### config.mk
export PLATFORM = sky130hd
export DESIGN_NAME = btn_enable_pulse
export DESIGN_NICKNAME = d
export VERILOG_FILES = /design/src/rtl/btn_enable_pulse.sv
export SDC_FILE = /design/constraint.sdc
export NUM_CORES = 1
export LEC_CHECK = 0
export CAP_MARGIN = 10
export CORE_AREA = 2 2 39 41
export CTS_CLUSTER_SIZE = 8
export DETAILED_ROUTE_END_ITERATION = 7
export DIE_AREA = 0 0 41 43
export GPL_TIMING_DRIVEN = 0
export HOLD_SLACK_MARGIN = 0.03
export SLEW_MARGIN = 20
export SYNTH_ARGS = -nofsm -noshare
export SYNTH_HDL_FRONTEND = slang
export SYNTH_SLANG_ARGS = --single-unit
### constraint.sdc
create_clock -name i_clk -period 3.56 [get_ports i_clk]
set_clock_uncertainty 0.2 [all_clocks]
set_input_delay 0.712 -clock i_clk [delete_from_list [all_inputs] [get_ports i_clk]]
set_output_delay 0.712 -clock i_clk [all_outputs]
set_load 0.02 [all_outputs]
### src/rtl/btn_enable_pulse.sv
// rtl/btn_enable_pulse.sv - synchronise, debounce and strobe a push-button into one-cycle enables
// Optional auto-repeat while held; all outputs registered.
module btn_enable_pulse #(
    parameter int SYNC_STAGES     = 2,
    parameter int DEBOUNCE_CYCLES = 4,
    parameter int REPEAT_DELAY    = 0,
    parameter int REPEAT_PERIOD   = 8
) (
    input  logic i_clk,
    input  logic i_rst,
    input  logic i_btn,
    output logic o_enable,
    output logic o_btn_level,
    output logic o_busy
);

    localparam int DW   = $clog2(DEBOUNCE_CYCLES + 1);
    localparam int HMAX = (REPEAT_DELAY > REPEAT_PERIOD) ? REPEAT_DELAY : REPEAT_PERIOD;
    localparam int HW   = $clog2(HMAX) + 1;

    // The first stable sample counts as sample 1, so acceptance fires on sample DEBOUNCE_CYCLES.
    localparam logic [DW-1:0] DEB_LAST   = DW'(DEBOUNCE_CYCLES - 1);
    localparam logic [HW-1:0] REP_HIT    = HW'(REPEAT_DELAY - 1);
    // Reloading to DELAY-PERIOD (mod 2^HW) makes the next hit land exactly PERIOD cycles later.
    localparam logic [HW-1:0] REP_RELOAD = HW'(REPEAT_DELAY - REPEAT_PERIOD);
    localparam bit            REP_EN     = (REPEAT_DELAY > 0);
    localparam bit            DEB_ONE    = (DEBOUNCE_CYCLES == 1);

    typedef enum logic [1:0] {IDLE, DEB_PRESS, HELD, DEB_RELEASE} state_t;

    logic [SYNC_STAGES-1:0] sync;
    logic                   s_btn;
    state_t                 state, state_nxt;
    logic [DW-1:0]          deb_cnt, deb_nxt;
    logic [HW-1:0]          hold_cnt, hold_nxt;
    logic                   accept, rep_pulse;
    logic                   enable_nxt, level_nxt, busy_nxt;

    always_ff @(posedge i_clk) begin
        if (i_rst) begin
            sync <= '0;
        end else begin
            sync <= {sync[SYNC_STAGES-2:0], i_btn};
        end
    end

    assign s_btn = sync[SYNC_STAGES-1];

    always_ff @(posedge i_clk) begin
        if (i_rst) begin
            state       <= IDLE;
            deb_cnt     <= '0;
            hold_cnt    <= '0;
            o_enable    <= 1'b0;
            o_btn_level <= 1'b0;
            o_busy      <= 1'b0;
        end else begin
            state       <= state_nxt;
            deb_cnt     <= deb_nxt;
            hold_cnt    <= hold_nxt;
            o_enable    <= enable_nxt;
            o_btn_level <= level_nxt;
            o_busy      <= busy_nxt;
        end
    end

    always_comb begin
        state_nxt = state;
        deb_nxt   = deb_cnt;
        hold_nxt  = hold_cnt;
        accept    = 1'b0;
        rep_pulse = 1'b0;
        case (state)
            IDLE: begin
                deb_nxt  = '0;
                hold_nxt = '0;
                if (s_btn) begin
                    if (DEB_ONE) begin
                        state_nxt = HELD;
                        accept    = 1'b1;
                    end else begin
                        state_nxt = DEB_PRESS;
                        deb_nxt   = DW'(1);
                    end
                end
            end
            DEB_PRESS: begin
                if (!s_btn) begin
                    state_nxt = IDLE;
                    deb_nxt   = '0;
                end else if (deb_cnt == DEB_LAST) begin
                    state_nxt = HELD;
                    deb_nxt   = '0;
                    hold_nxt  = '0;
                    accept    = 1'b1;
                end else begin
                    deb_nxt = deb_cnt + DW'(1);
                end
            end
            HELD: begin
                if (!s_btn) begin
                    hold_nxt = '0;
                    if (DEB_ONE) begin
                        state_nxt = IDLE;
                    end else begin
                        state_nxt = DEB_RELEASE;
                        deb_nxt   = DW'(1);
                    end
                end else if (REP_EN) begin
                    if (hold_cnt == REP_HIT) begin
                        rep_pulse = 1'b1;
                        hold_nxt  = REP_RELOAD;
                    end else begin
                        hold_nxt = hold_cnt + HW'(1);
                    end
                end
            end
            DEB_RELEASE: begin
                if (s_btn) begin
                    state_nxt = HELD;
                    deb_nxt   = '0;
                    hold_nxt  = '0;
                end else if (deb_cnt == DEB_LAST) begin
                    state_nxt = IDLE;
                    deb_nxt   = '0;
                end else begin
                    deb_nxt = deb_cnt + DW'(1);
                end
            end
            default: begin
                state_nxt = IDLE;
                deb_nxt   = '0;
                hold_nxt  = '0;
            end
        endcase
    end

    always_comb begin
        enable_nxt = accept | rep_pulse;
        level_nxt  = (state_nxt == HELD) || (state_nxt == DEB_RELEASE);
        busy_nxt   = (state_nxt != IDLE);
    end

endmodule

==> results.json <==
{
  "status": "completed",
  "gr-total-overflow": 0,
  "p_leak_nw": 0.164,
  "gp_congestion": 0.704,
  "die_area_mm2": 0.00176,
  "yosys-top-cells-count": "9 x dfxtp_1, 4 x nand2_1, 4 x nor2b_1, 3 x a21oi_1, 3 x nor3_1",
  "dpl.cell_count": 57,
  "track_usage_pct": 9.68,
  "ctsHtreeMaxLevel": 1,
  "fin_tns_setup_ps": 0,
  "worstMarginPinSlew_ps": 361,
  "hold_path.class": "reg2reg",
  "clock.fmax_ghz": 0.480,
  "io_pins": 6,
  "ys_seq_elements": 9,
  "ctsLongestPathBuffers": 2,
  "port_buffers": 4,
  "cpPeakStageDelay_ps": 600,
  "synth_cell_types": 17,
  "seq_area_frac_synth_pct": 50.9,
  "via_count": 282,
  "routed_wl_um": 574,
  "die-width_um": 41,
  "avgRoutedWirePerCell_um": 9.41,
  "period_minus_slack_ps": 2080,
  "finalNetCount": 50,
  "hpwl_um": 428,
  "rr_worst_depth": 4,
  "drtIter0Drc": 7,
  "p_per_area_mw_per_mm2": 425,
  "ys_warn_count": 0,
  "yosysTopAreaCell": "dfxtp_1",
  "cp-endpoint": "o_btn_level",
  "antenna_found_initial": 0,
  "avgSynthCellArea_um2": 9.57,
  "synth_area_um2": 354,
  "crit_path_cell_trace": "clkdlybuf4s50_1",
  "die_h_um": 43,
  "finalHoldViolCount": 0,
  "synth_area_leaders": "dfxtp_1 51%, nor2b_1 7.1%, and3b_1 4.9%",
  "path_buf_inv": 1,
  "cts_buffers": 3,
  "async_flop_share_pct": 0,
  "clk_pin_slew_ps": 60,
  "cts_setup_buffers": 0,
  "path_max_fanout": 2,
  "report.final.slew_viol_count": 0,
  "drt_first_pass_iters": 2,
  "clkSinkCount": 9,
  "ys.flop_type": "dfxtp_1",
  "reg2reg_setup_slack_ps": 2250,
  "core_mm2": 0.00138,
  "fillCellCount": 141,
  "reg2reg_to": "deb_cnt[0]$_SDFFE_PP0P_",
  "vias_per_cell": 4.62,
  "rsz0062_at_grt": "false",
  "synth_most_common_cell": "dfxtp_1",
  "hold_buffers": 0,
  "relSlewSlack_pct": 75.9,
  "path_class": "reg2out",
  "first_global_vias": 290,
  "start_util_pct": 25.6,
  "grt_max_degree": 10,
  "fin_cells": 61,
  "synth_nets": 41,
  "drc": 0,
  "startpoint_type": "register",
  "reg2reg_from": "deb_cnt[0]$_SDFFE_PP0P_",
  "grt_first_pass_wirelength_um": 1130,
  "cp.required_ps": 2650,
  "rows": 14,
  "yosysTopAreaCellShare_pct": 50.9,
  "root_buffer": "clkbuf_4",
  "timing.final.crit_share_pct": 58.5,
  "worstPathArrival_ps": 1170,
  "design_power_total_w": 0.000187,
  "drive_gt1_share_pct": 8.89,
  "cts_tree": "yes",
  "post_cts_resized": 0,
  "vdd_drop_max_mv": 0.179,
  "synth_edf_count": 0,
  "setup.worst_path.start": "o_btn_level$_SDFF_PP0_",
  "antenna_cells": 0,
  "cp_top_family": "buffers and inverters",
  "clk-insertion-delay-late_ps": 260,
  "slowest_stage": "clkdlybuf4s50_1",
  "worst-path-stages": 1,
  "synth_cells": 37,
  "ant_nets": 0,
  "worstSetupEndpointType": "primary output",
  "syn_to_final_growth_pct": 24.4,
  "setup_viol": 0,
  "cap_violations": 0
}
placed cells by master (no fill, tap or decap), types with 2 or more instances in the layout:
master and n:
a21oi_1 3, and3b_1 2, clkbuf_1 2, clkbuf_4 3, clkdlybuf4s50_1 4, dfxtp_1 9, nand2_1 4, nand2b_1 2
nor2b_1 4, nor3_1 3
final cells by class:
cell class | instances | area (um^2) | share of cell area, %
multi-input cells | 26 | 165 | 37.5
well taps | 16 | 20.0 | 4.55
repair buffers | 4 | 40.0 | 9.09
plain buffers | 2 | 8.76 | 1.99
flip-flops and latches | 9 | 180 | 40.9
clock buffers | 4 | 26.3 | 5.97
worst min path at each step:
stage                             startpoint                 end  slack (ps)  cells past startpoint
after floorplan           sync[0]$_SDFF_PP0_  sync[1]$_SDFF_PP0_         210                      1
after global placement    sync[0]$_SDFF_PP0_  sync[1]$_SDFF_PP0_         220                      1
after detailed placement  sync[0]$_SDFF_PP0_  sync[1]$_SDFF_PP0_         230                      1
after CTS                 sync[0]$_SDFF_PP0_  sync[1]$_SDFF_PP0_         240                      1
after global routing      sync[0]$_SDFF_PP0_  sync[1]$_SDFF_PP0_         260                      1
final                     sync[0]$_SDFF_PP0_  sync[1]$_SDFF_PP0_         240                      1
kinds of logic (layout without fill, tap and decap cells):
family,Yosys count,count (layout),synth area share [%]
AND/OR/NAND/NOR,18,18,29.7
buffers and inverters,2,10,2.47
adder cells (fa/ha/maj),1,1,3.53
flip-flops,9,9,50.9
AO/OA/AOI/OAI,6,6,11.0
XOR/XNOR,1,1,2.47
power breakdown:
part / total (W) / switching [W] / internal [W]
Combinational: 0.00000652 / 0.00000304 / 0.00000348
Clock: 0.0000763 / 0.0000333 / 0.0000430
Sequential: 0.000104 / 0.00000174 / 0.000103
metal layers:
layer	track usage, %	vias to the layer above	routed length [um]
li1	-	147	-
met1	11.1	126	249
met2	13.8	9	268
met3	7.85	0	55
met4	2.00	0	0
met5	0	-	0
flip-flops by register name (all words and copies together), names as in the netlist:
register	flops
o_busy	1
o_enable	1
deb_cnt	3
o_btn_level	1
state	1
sync	2
metrics by stage:
stage	utilization, %	worst slack, ps	area (um^2)	hold slack, ps
6_report	31.8	1480	440	236
5_1_grt	31.8	1420	440	258
4_1_cts	31.8	1460	440	242
3_5_place_dp	29.9	1750	414	228
3_3_place_gp	29.9	1760	414	217
2_1_floorplan	-	2110	354	214
Power figures use the tool's default switching activity.
